===== src/rtl/cmd_frame_parser.sv =====
// Command frame parser: pulls bytes from an upstream FIFO and decodes HEADER, opcode, len, payload (+ checksum if CMD_PARSER_CHECKSUM_EN).
// Latency: cmd_vld rises the cycle after the last frame byte is accepted; FIFO reads are issued at most once every 2 cycles.
// Backpressure: while a decoded command waits for cmd_rdy no FIFO reads are issued and the command outputs hold stable.
module cmd_frame_parser #(
   parameter int         MAX_PAYLOAD_BYTES = 4,
   parameter logic [7:0] HEADER_BYTE       = 8'hAA,
   parameter int         TIMEOUT_CYCLES    = 50000000
) (
   input  logic        clk,
   input  logic        rst_n,
   input  logic        fifo_empty,
   output logic        fifo_r_en,
   input  logic [7:0]  fifo_data,
   input  logic        fifo_data_vld,
   output logic [7:0]  cmd_opcode,
   output logic [2:0]  cmd_len,
   output logic [31:0] cmd_payload,
   output logic        cmd_vld,
   input  logic        cmd_rdy,
   output logic        frame_err,
   output logic [7:0]  err_cnt
);

   localparam logic [2:0] S_HDR = 3'd0;
   localparam logic [2:0] S_OP  = 3'd1;
   localparam logic [2:0] S_LEN = 3'd2;
   localparam logic [2:0] S_PAY = 3'd3;
   localparam logic [2:0] S_OUT = 3'd5;
`ifdef CMD_PARSER_CHECKSUM_EN
   localparam logic [2:0] S_CHK = 3'd4;
   // Where a frame goes after its last payload byte (or a zero length).
   localparam logic [2:0] S_END = S_CHK;
`else
   localparam logic [2:0] S_END = S_OUT;
`endif

   localparam int         TW      = $clog2(TIMEOUT_CYCLES);
   localparam logic [TW-1:0] T_LAST = TW'(TIMEOUT_CYCLES - 1);
   localparam logic [7:0] MAX_LEN = 8'(MAX_PAYLOAD_BYTES);

   logic [2:0]    state;
   logic [2:0]    nxt_state;
   logic [TW-1:0] timer;
   logic [1:0]    idx;
   logic          in_frame;
   logic          timeout;
   logic          take;
   logic          err;
   logic          len_bad;
`ifdef CMD_PARSER_CHECKSUM_EN
   logic [7:0]    chk;
`endif

   assign in_frame = (state != S_HDR) && (state != S_OUT);
   assign timeout  = in_frame && (timer == T_LAST);
   assign len_bad  = (fifo_data > MAX_LEN);

   // Next-state decode; a timeout wins over a byte arriving in the same cycle, which is dropped.
   always_comb begin
      nxt_state = state;
      err       = 1'b0;
      take      = 1'b0;
      if (timeout) begin
         nxt_state = S_HDR;
         err       = 1'b1;
      end else if (state == S_OUT) begin
         if (cmd_rdy) nxt_state = S_HDR;
      end else if (fifo_data_vld) begin
         take = 1'b1;
         case (state)
            S_HDR: if (fifo_data == HEADER_BYTE) nxt_state = S_OP;
            S_OP:  nxt_state = S_LEN;
            S_LEN: begin
               if (len_bad) begin
                  nxt_state = S_HDR;
                  err       = 1'b1;
               end else if (fifo_data == 8'd0) begin
                  nxt_state = S_END;
               end else begin
                  nxt_state = S_PAY;
               end
            end
            S_PAY: if ({1'b0, idx} == cmd_len - 3'd1) nxt_state = S_END;
`ifdef CMD_PARSER_CHECKSUM_EN
            S_CHK: begin
               if (fifo_data == chk) begin
                  nxt_state = S_OUT;
               end else begin
                  nxt_state = S_HDR;
                  err       = 1'b1;
               end
            end
`endif
            default: nxt_state = S_HDR;
         endcase
      end
   end

   // Control: state, read pacing, command valid, error pulse/count and inter-byte timer.
   // fifo_r_en doubles as the outstanding-read flag: it is high for exactly the cycle the read is in flight,
   // so a new read can never be issued back to back, nor once the frame is about to park in S_OUT.
   always_ff @(posedge clk or negedge rst_n) begin
      if (!rst_n) begin
         state     <= S_HDR;
         fifo_r_en <= 1'b0;
         cmd_vld   <= 1'b0;
         frame_err <= 1'b0;
         err_cnt   <= 8'd0;
         timer     <= '0;
      end else begin
         state     <= nxt_state;
         fifo_r_en <= !fifo_empty && !fifo_r_en && (nxt_state != S_OUT) && (state != S_OUT);
         cmd_vld   <= (nxt_state == S_OUT);
         frame_err <= err;
         if (err && (err_cnt != 8'hFF)) err_cnt <= err_cnt + 8'd1;
         if (in_frame && !fifo_data_vld && !timeout) timer <= timer + 1'b1;
         else                                        timer <= '0;
      end
   end

   // Datapath: capture opcode, length and payload bytes and fold them into the running checksum.
   always_ff @(posedge clk or negedge rst_n) begin
      if (!rst_n) begin
         cmd_opcode  <= 8'd0;
         cmd_len     <= 3'd0;
         cmd_payload <= 32'd0;
         idx         <= 2'd0;
`ifdef CMD_PARSER_CHECKSUM_EN
         chk         <= 8'd0;
`endif
      end else if (take) begin
         case (state)
            S_OP: begin
               cmd_opcode  <= fifo_data;
               cmd_payload <= 32'd0;
`ifdef CMD_PARSER_CHECKSUM_EN
               chk         <= fifo_data;
`endif
            end
            S_LEN: begin
               if (!len_bad) begin
                  cmd_len <= fifo_data[2:0];
                  idx     <= 2'd0;
`ifdef CMD_PARSER_CHECKSUM_EN
                  chk     <= chk ^ fifo_data;
`endif
               end
            end
            S_PAY: begin
               cmd_payload[{idx, 3'b000} +: 8] <= fifo_data;
               idx <= idx + 2'd1;
`ifdef CMD_PARSER_CHECKSUM_EN
               chk <= chk ^ fifo_data;
`endif
            end
            default: ;
         endcase
      end
   end

endmodule


===== config.mk =====
export PLATFORM = sky130hd
export DESIGN_NAME = cmd_frame_parser
export DESIGN_NICKNAME = d
export VERILOG_FILES = /design/src/rtl/cmd_frame_parser.sv
export SDC_FILE = /design/constraint.sdc
export NUM_CORES = 1
export LEC_CHECK = 0
export BUFFER_PORTS_ARGS = -buffer_cell sky130_fd_sc_hd__buf_2
export CORE_MARGIN = 1
export CORE_UTILIZATION = 35
export DETAILED_ROUTE_END_ITERATION = 10
export GPL_ROUTABILITY_DRIVEN = 0
export GPL_TIMING_DRIVEN = 0
export PLACE_DENSITY_LB_ADDON = 0.25
export SLEW_MARGIN = 5
export SYNTH_ARGS = -nofsm -noshare
export SYNTH_HDL_FRONTEND = slang
export SYNTH_SLANG_ARGS = --single-unit

===== constraint.sdc =====
create_clock -name clk -period 2.3 [get_ports clk]
set_input_delay 0.115 -clock clk [delete_from_list [all_inputs] [get_ports clk]]
set_output_delay 0.115 -clock clk [all_outputs]
set_load 0.02 [all_outputs]

==> summary.txt, run 1 <==
Critical path
  • R2r endpoint: cmd_opcode[0]
  • Critical Path Slowest Stage Cell: dfrtp_1
  • Crit Path Class: reg2reg
  • End of the critical path: cmd_opcode[0]
  • CP arrival: 2.36 ns
  • CP Launch Type: flop
  • Buf/Inv on CP: 1
  • Crit path largest cell delay: 0.41 ns
  • Crit. Startpoint: timer[1]
  • Top delay family on crit path: compound AO/OA/AOI/OAI gates
  • R2r setup slk: 0.16 ns
  • Worst EP required: 2.52 ns
  • Crit-path cells: ha_1 > and2_2 > o2111ai_2 > o21ai_4 > or3_1 > clkbuf_4 > mux2_2
  • Crit end category: flop
  • Max FO, Critical Path: 8
  • Stages on the worst setup path: 7
  • R2r startpoint: timer[1]
  • R2r worst-path depth: 7

Timing
  • RSZ-0062 raised after global routing: no
  • Tcrit/Tclk final: 93.1%
  • Max Clock Skew: 0.00948 ns
  • Slew HR: 61.3%
  • Final Hold Viols: 0
  • Setup WS post-layout: 0.159 ns
  • WHS: 0.0129 ns
  • Max-slew violation count: 0
  • Measured slew at the worst slew-check pin: 0.581 ns
  • Setup total negative slack: 0 ns
  • Fmax: 467 MHz
  • Final min period: 2.14 ns
  • # setup viols final: 0

Floorplanning
  • Die Ht: 113 µm
  • Starting density of the core: 35.8%
  • Core box area: 12000 µm²
  • DIE AREA: 12700 µm²
  • Top Ports: 67
  • Rows: 40
  • Chip width: 113 µm

Yosys
  • Post-Synth XOR/XNOR Area: 7.34%
  • Synth Cell Area: 4300 µm²
  • Largest family of logic cells by synthesized area: simple AND/OR/NAND/NOR gates
  • Area leader, netlist: dfrtp_1
  • Syn_nets: 452
  • Yosys warnings: 0
  • Yosys cell types: 50
  • Post-synthesis mux area share: 3.15%
  • Syn Area/Cell: 9.94 µm²
  • Area fraction in compound gates after synthesis: 12.8%
  • Syn Inst Count: 432
  • Count leader, synth: dfrtp_1
  • Synth top area share: 49.5%
  • Seq cells post-synth: 85
  • Top cells by count, synth: dfrtp_1, nand2_1, nor2_1
  • Main synth FF type: dfrtp_1
  • Simple-gate share of the synthesized area: 20.8%
  • Sequential area share after synthesis: 49.5%
  • Post-synth EDFFs: 0
  • Area share of fa/ha/maj cells after synthesis: 2.04%
  • Post-synth ARST share: 100%
  • Synth area leaders: dfrtp_1, o31ai_1, xnor2_1

Route
  • 1st-iter DRT viols: 230
  • Vias: 3498
  • Post-Route WL: 10500 µm
  • Post-DRT Antenna Nets: 0
  • 1st-pass router iterations: 5
  • Via density per instance: 5.32
  • # DRC: 0
  • Avg WL per Cell: 16.0 µm

CTS
  • # H-tree levels: 3
  • Clk sinks: 85
  • Clk buf depth: 2
  • Latest clock arrival within the worst-skew pair: 0.34 ns
  • CTS root buf: clkbuf_16
  • CTS clk-pin slew, worst paths: 0.06 ns
  • CTS tree: done
  • Num CTS Buffers: 9

Pwr
  • Leak pwr: 2.27 nW
  • Pwr Density: 691 nW/µm²
  • Peak VDD IR: 0.000295 V
  • Combinational Power Share: 13.6%
  • Flop pwr share: 46.2%
  • Internal power: 2.62 mW
  • Psw: 0.975 mW
  • Clock power share: 40.2%
  • Sw frac: 27.1%
  • Overall power: 3.60 mW

Cells and area
  • Ant. Diodes: 0
  • Finished Layout Cells: 657
  • Area delta synth->final: 21.1%
  • # nets final: 527
  • Fin area: 5200 µm²
  • Final core occ: 43.3%
  • Layout cells sized above 1: 24.1%

Status
  • Status: completed

Min path
  • Worst Hold Launch: fifo_empty
  • HP Class: in2reg

Global route
  • Largest net degree at the start of global routing: 45
  • Initial antenna violation count: 0
  • Vias in the first global route: 3276
  • Total grt overflow: 0
  • First-pass GRT wire length: 17100 µm
  • GRT Total Usage: 17.1%

Placed design
  • IO buf count: 61
  • Pre-CTS setup slack: -0.304 ns
  • Detail Placement HPWL: 7240 µm
  • Placed Cells: 641
  • Placed cell area: 4810 µm²

Flow run
  • Max cap viols: 0
[flip-flops by register name, summed over array words and instances, names as in the netlist]
name         flops
cmd_payload     32
timer           26
cmd_opcode       8
err_cnt          8
cmd_len          3
state            3
idx              2
cmd_vld          1
fifo_r_en        1
frame_err        1
[routing by layer]
| metal | wire length, µm | part of all wire [%] | global-route usage [%] | vias to the layer above |
|---|---|---|---|---|
| met4 | 194 | 1.8 | 6.93 | 0 |
| li1 | - | - | - | 1694 |
| met3 | 377 | 3.6 | 4.34 | 18 |
| met5 | 0 | 0 | 0 | - |
| met2 | 5080 | 48 | 27.7 | 70 |
| met1 | 4890 | 46 | 22.0 | 1716 |
[logic make-up (layout without fill, tap and decap cells)]
logic type | count (synthesis) | after routing
AOI/OAI and AO/OA | 85 | 85
xor gates and xnor gates | 36 | 36
adders and majority gates | 7 | 7
buffers and inverters | 37 | 115
DFF | 85 | 85
muxes | 12 | 12
and+or+nand+nor | 170 | 170
[layout by cell type (no fill, tap or decap), types with 7 or more instances in the layout]
cell       Yosys  routed
clkbuf_1      11       8
mux2_2        12      12
nand3_1       18      18
and3_1         8       8
nand2_1       48      48
nor4_1         9       7
xor2_1        10      10
dfrtp_1       85      83
buf_4          5       8
inv_1         12      12
o21ai_0       33      33
xnor2_1       26      26
nor3_1        12      12
ha_1           7       7
o31ai_1       33      33
nor2_1        35      34
buf_2          5      64
clkbuf_16      0       9
[how the worst min path moves through the flow]
stage                      end  cells after the start
4_1_cts              fifo_r_en                      4
5_1_grt              fifo_r_en                      4
2_1_floorplan       cmd_len[0]                      0
3_3_place_gp         fifo_r_en                      4
3_5_place_dp   cmd_payload[14]                      1
6_report             fifo_r_en                      4
[power groups by stage]
stage	clock, mW	sequential (mW)	combinational [mW]
after floorplan	0	1.76	0.217
after global placement	0	1.67	0.482
after detailed placement	0	1.68	0.494
after CTS	1.48	1.65	0.499
after global routing	1.52	1.67	0.542
final	1.45	1.66	0.490
[final cells by class]
type                            instances  area [µm²]
Buffer                                 24         143
Sequential cell                        85        2130
Clock inverter                          4        48.8
Tap cell                              147         184
Fill cell                            1203        6810
Timing Repair Buffer                   65         353
Clock buffer                           10         239
Multi-Input combinational cell        310        2060
Inverter                               12        45.0
[what timing repair did]
action / in CTS / in global routing
endpoints found under the hold margin: 43 / 0
endpoints found under the setup margin: 67 / 74
pin swaps: 0 / 3
hold buffers: 1 / 0
gates resized for setup: 6 / 13
buffers inserted: 0 / 2
[worst min-delay path, stage by stage]
cell and delay (ns):
buf_2 0.08, nor2_1 0.04, nand2_1 0.05, a31oi_1 0.04
No activity file was read; power rests on OpenSTA's default activity.
==> run 2, diff against run 1 <==
Settings changed: SKIP_LAST_GASP set to 1.
Clock period 2.3 ns to 2.12 ns, I/O delays scaled along.
==> summary.txt, run 2 (same netlist as run 1, synthesis figures left out) <==
Floorplanning
  • DIE AREA: 12700 µm²
  • Core box area: 12000 µm²
  • Starting density of the core: 35.8%
  • Rows: 40
  • Top Ports: 67
  • Chip width: 113 µm
  • Die Ht: 113 µm

Flow run
  • Max cap viols: 0

Critical path
  • Worst EP required: 2.35 ns
  • CP arrival: 2.22 ns
  • Max FO, Critical Path: 10
  • Crit path largest cell delay: 0.40 ns
  • Crit Path Class: reg2reg
  • CP Launch Type: flop
  • Critical Path Slowest Stage Cell: or4_1
  • Crit end category: flop
  • Crit-path cells: clkbuf_2 > nor3b_4 > o31ai_1 > or4_1 > a311o_1 > and3_1

Pwr
  • Psw: 1.06 mW
  • Internal power: 2.86 mW
  • Clock power share: 40.0%
  • Leak pwr: 2.34 nW
  • Sw frac: 27.0%
  • Combinational Power Share: 14.4%
  • Peak VDD IR: 0.000319 V
  • Pwr Density: 739 nW/µm²
  • Flop pwr share: 45.7%

Timing
  • WHS: 0.0678 ns
  • # setup viols final: 0
  • Fmax: 502 MHz
  • Max-slew violation count: 0
  • Setup WS post-layout: 0.128 ns
  • RSZ-0062 raised after global routing: no
  • Max Clock Skew: 0.00981 ns
  • Measured slew at the worst slew-check pin: 0.577 ns
  • Final Hold Viols: 0
  • Slew HR: 61.5%
  • Final min period: 1.99 ns
  • Tcrit/Tclk final: 93.9%

CTS
  • CTS root buf: clkbuf_16
  • Clk buf depth: 2
  • CTS clk-pin slew, worst paths: 0.06 ns
  • # H-tree levels: 3
  • Clk sinks: 85
  • Num CTS Buffers: 9
  • Latest clock arrival within the worst-skew pair: 0.34 ns
  • CTS tree: done

Route
  • # DRC: 0
  • Via density per instance: 5.33
  • Vias: 3542
  • 1st-iter DRT viols: 219
  • Post-Route WL: 10600 µm
  • 1st-pass router iterations: 4
  • Post-DRT Antenna Nets: 0
  • Avg WL per Cell: 15.9 µm

Global route
  • GRT Total Usage: 17.3%
  • First-pass GRT wire length: 17200 µm
  • Total grt overflow: 0
  • Vias in the first global route: 3306
  • Largest net degree at the start of global routing: 45
  • Initial antenna violation count: 0

Cells and area
  • Most common cell after layout, fill and taps aside: dfrtp_1
  • # nets final: 534
  • Fillers: 1194
  • Max reg flops: 32
  • Ant. Diodes: 0
  • Area delta synth->final: 23.7%
  • Largest regs: cmd_payload: 32 flops, timer: 26 flops
  • Final core occ: 44.2%
  • Biggest register: cmd_payload
  • Commonest cells after routing, fill and taps aside: dfrtp_1, buf_2, nand2_1, nor2_1, o21ai_0
  • Layout cells sized above 1: 27.1%

Placed design
  • Detail Placement HPWL: 7240 µm
  • Pre-CTS setup slack: -0.484 ns
  • IO buf count: 61

Min path
  • HP Class: in2reg

Status
  • Status: completed
run 2: changes by cell type in the layout (fill, tap and decap cells not counted), moves of 2 or more:
cell and delta:
buf_4 +7, clkbuf_1 -6, clkbuf_2 +3, buf_2 -2
clkbuf_4 +2
run 2: path summary, 6_finish.rpt:
path                                    start         endpoint  slack [ns]  depth (start not counted)
min in group asynchronous               rst_n  cmd_payload[14]        0.30                          2
max in group asynchronous               rst_n         timer[0]        1.17                          3
worst min register to register       timer[0]         timer[0]        0.46                          1
worst min-delay path            fifo_data_vld         timer[6]        0.07                          2
worst max-delay path                 state[2]          cmd_vld        0.13                          6
worst max register to register       state[2]          cmd_vld        0.13                          6
run 2: routing by layer:
metal  global-route usage [%]  part of all wire, %
met1                     22.0                   44
met2                     27.9                   48
met3                     4.34                  5.7
met4                     7.38                  2.1
met5                        0                    0
run 2: power by group through the flow:
stage                     sequential (mW)  clock [mW]  combinational (mW)
after global routing                 1.81        1.65               0.622
after global placement               1.81           0               0.523
after detailed placement             1.82           0               0.536
final                                1.79        1.57               0.564
after floorplan                      1.91           0               0.235
after CTS                            1.80        1.61               0.549
run 2: stage by stage:
step           power, mW  cell area, µm²  instances  TNS, ns
2_1_floorplan       2.14            4300        432        0
3_3_place_gp        2.34            4780        640   -21.21
3_5_place_dp        2.36            4810        641   -25.34
4_1_cts             3.96            5220        658        0
5_1_grt             4.08            5310        664        0
6_report            3.93            5310        664        0
run 2: worst max-delay path: cells and delay by family (launching register included):
kind | cells | cell delay [ns]
flops | 1 | 0.39
compound gates | 2 | 0.46
simple gates | 3 | 0.81
buf+inv | 1 | 0.21
run 2: final cells by class:
class	count	area [µm²]	area share, %
buffer	24	173	3.25
clock buffer	10	239	4.50
clock inverter	4	48.8	0.918
inverter	12	45.0	0.848
multi-input combinational	310	2090	39.3
sequential	85	2130	40.1
tap	147	184	3.46
timing repair buffer	72	408	7.68
run 2: repair_timing:
item,in CTS,in global routing
pin swaps,2,3
setup buffers,2,6
hold buffers,2,0
hold endpoints to repair,44,0
setup endpoints to repair,77,68
gates resized for setup,22,22
==> run 3, diff against run 2 <==
Settings changed: CELL_PAD_IN_SITES_DETAIL_PLACEMENT set to 2, CELL_PAD_IN_SITES_GLOBAL_PLACEMENT set to 2, HOLD_SLACK_MARGIN set to 0.08.
==> summary.txt, run 3 (same netlist as run 1, synthesis figures left out) <==
Pwr
  • Pwr Density: 732 nW/µm²
  • Psw: 1.13 mW
  • Combinational Power Share: 15.8%
  • Sw frac: 28.4%
  • Peak VDD IR: 0.000263 V
  • Leak pwr: 2.39 nW
  • Internal power: 2.85 mW
  • Clock power share: 39.4%
  • Flop pwr share: 44.8%

CTS
  • # H-tree levels: 3
  • CTS root buf: clkbuf_16
  • CTS clk-pin slew, worst paths: 0.06 ns
  • Latest clock arrival within the worst-skew pair: 0.35 ns
  • Clk buf depth: 2
  • CTS tree: done
  • Num CTS Buffers: 9
  • Clk sinks: 85

Global route
  • GRT Total Usage: 22.5%
  • Total grt overflow: 0
  • First-pass GRT wire length: 22000 µm
  • Vias in the first global route: 3975
  • Initial antenna violation count: 0
  • Largest net degree at the start of global routing: 54

Floorplanning
  • Die Ht: 113 µm
  • Chip width: 113 µm
  • Starting density of the core: 35.8%
  • Rows: 40
  • Top Ports: 67
  • Core box area: 12000 µm²
  • DIE AREA: 12700 µm²

Route
  • 1st-pass router iterations: 4
  • # DRC: 0
  • 1st-iter DRT viols: 112
  • Via density per instance: 5.58
  • Post-DRT Antenna Nets: 0
  • Vias: 3755
  • Avg WL per Cell: 20.9 µm
  • Post-Route WL: 14100 µm

Placed design
  • Detail Placement HPWL: 9360 µm
  • IO buf count: 61
  • Placed Cells: 641

Critical path
  • Crit path largest cell delay: 0.40 ns
  • CP Launch Type: flop
  • Critical Path Slowest Stage Cell: dfrtp_1
  • Crit Path Class: reg2reg
  • CP arrival: 2.26 ns
  • Worst EP required: 2.35 ns
  • Crit-path cells: and3_1 > buf_2 > nand2_2 > nor4_4 > nand4b_1 > mux2_2
  • Max FO, Critical Path: 8
  • Crit end category: flop
  • Top delay family on crit path: simple AND/OR/NAND/NOR gates
  • Buf/Inv on CP: 1

Timing
  • Final min period: 2.03 ns
  • Max Clock Skew: 0.00755 ns
  • Slew HR: 55.6%
  • Setup total negative slack: 0 ns
  • Final Hold Viols: 0
  • Max-slew violation count: 0
  • # setup viols final: 0
  • Tcrit/Tclk final: 95.7%
  • WHS: 0.0794 ns
  • RSZ-0062 raised after global routing: yes
  • Measured slew at the worst slew-check pin: 0.658 ns
  • Fmax: 493 MHz

Cells and area
  • Biggest register: cmd_payload
  • Fillers: 1287
  • Area of the multi-input gates: 2140 µm²
  • Area delta synth->final: 26.9%
  • Final core occ: 45.4%
  • Layout cells sized above 1: 28.5%
  • Most common cell after layout, fill and taps aside: dfrtp_1
  • Max reg flops: 32
  • Largest regs: cmd_payload: 32 flops, timer: 26 flops
  • # nets final: 543
  • Finished Layout Cells: 673
  • Commonest cells after routing, fill and taps aside: dfrtp_1, buf_2, nand2_1, nor2_1, o21ai_0
  • Sequential cell area: 2130 µm²
  • Ant. Diodes: 0

Status
  • Status: completed

Min path
  • HP Class: in2reg

Flow run
  • Max cap viols: 0
-- run 3: cell types whose count changed in the layout (fill, tap and decap cells not counted), moves of 2 or more --
cell	delta
buf_4	+5
nor4b_1	-2
dlygate4sd3_1	+2
buf_6	+3
nor4b_2	+2
-- run 3: area by class of cell --
| class | instances | share of cell area (%) |
|---|---|---|
| flip-flops and latches | 85 | 39.0 |
| multi-input cells | 310 | 39.3 |
| clock buffers | 10 | 4.20 |
| inverters | 12 | 0.826 |
| clock inverters | 4 | 0.941 |
| plain buffers | 25 | 3.51 |
| repair buffers | 80 | 8.81 |
| well taps | 147 | 3.37 |
-- run 3: timing repair --
action	in CTS	in global routing
setup buffers	5	9
hold buffers	4	0
setup endpoints to repair	83	72
pin swaps	4	4
hold endpoints to repair	36	0
gates resized for setup	32	23
-- run 3: final timing paths --
path | startpoint | depth (start not counted) | slack (ns) | endpoint
setup reg to reg | timer[2] | 6 | 0.09 | cmd_len[1]
max in group asynchronous | rst_n | 3 | 1.19 | timer[0]
hold reg to reg | timer[0] | 1 | 0.47 | timer[0]
hold / removal | fifo_data[0] | 3 | 0.08 | cmd_payload[0]
min in group asynchronous | rst_n | 2 | 0.26 | cmd_payload[8]
setup / recovery | timer[2] | 6 | 0.09 | cmd_len[1]
-- run 3: worst min-delay path: stages --
cell and delay, ns:
clkbuf_8 0.15, nand2_1 0.07, o31ai_1 0.05
-- run 3: power groups by stage --
stage                     clock network (mW)  logic (mW)  registers, mW
after floorplan                            0       0.235           1.91
after global placement                     0       0.532           1.81
after detailed placement                   0       0.560           1.82
after CTS                               1.59       0.600           1.79
after global routing                    1.66       0.677           1.80
final                                   1.57       0.630           1.79
-- run 3: layer usage --
layer  vias to the layer above  global-route usage (%)  part of all wire [%]
li1                       1728                       -                     -
met1                      1945                    29.8                    46
met2                        66                    37.8                    50
met3                        16                    3.11                   3.0
met4                         0                    8.27                   1.0
met5                         -                       0                     0
-- run 3: per-stage QoR --
| stage | power [mW] | cell area [µm²] | setup slack [ns] |
|---|---|---|---|
| CTS | 3.98 | 5290 | -0.00280 |
| finish | 3.99 | 5450 | 0.0901 |
| global route | 4.14 | 5450 | -0.0155 |
| global placement | 2.35 | 4780 | -0.597 |
| floorplan | 2.14 | 4300 | 0.00899 |
| detailed placement | 2.38 | 4810 | -0.849 |
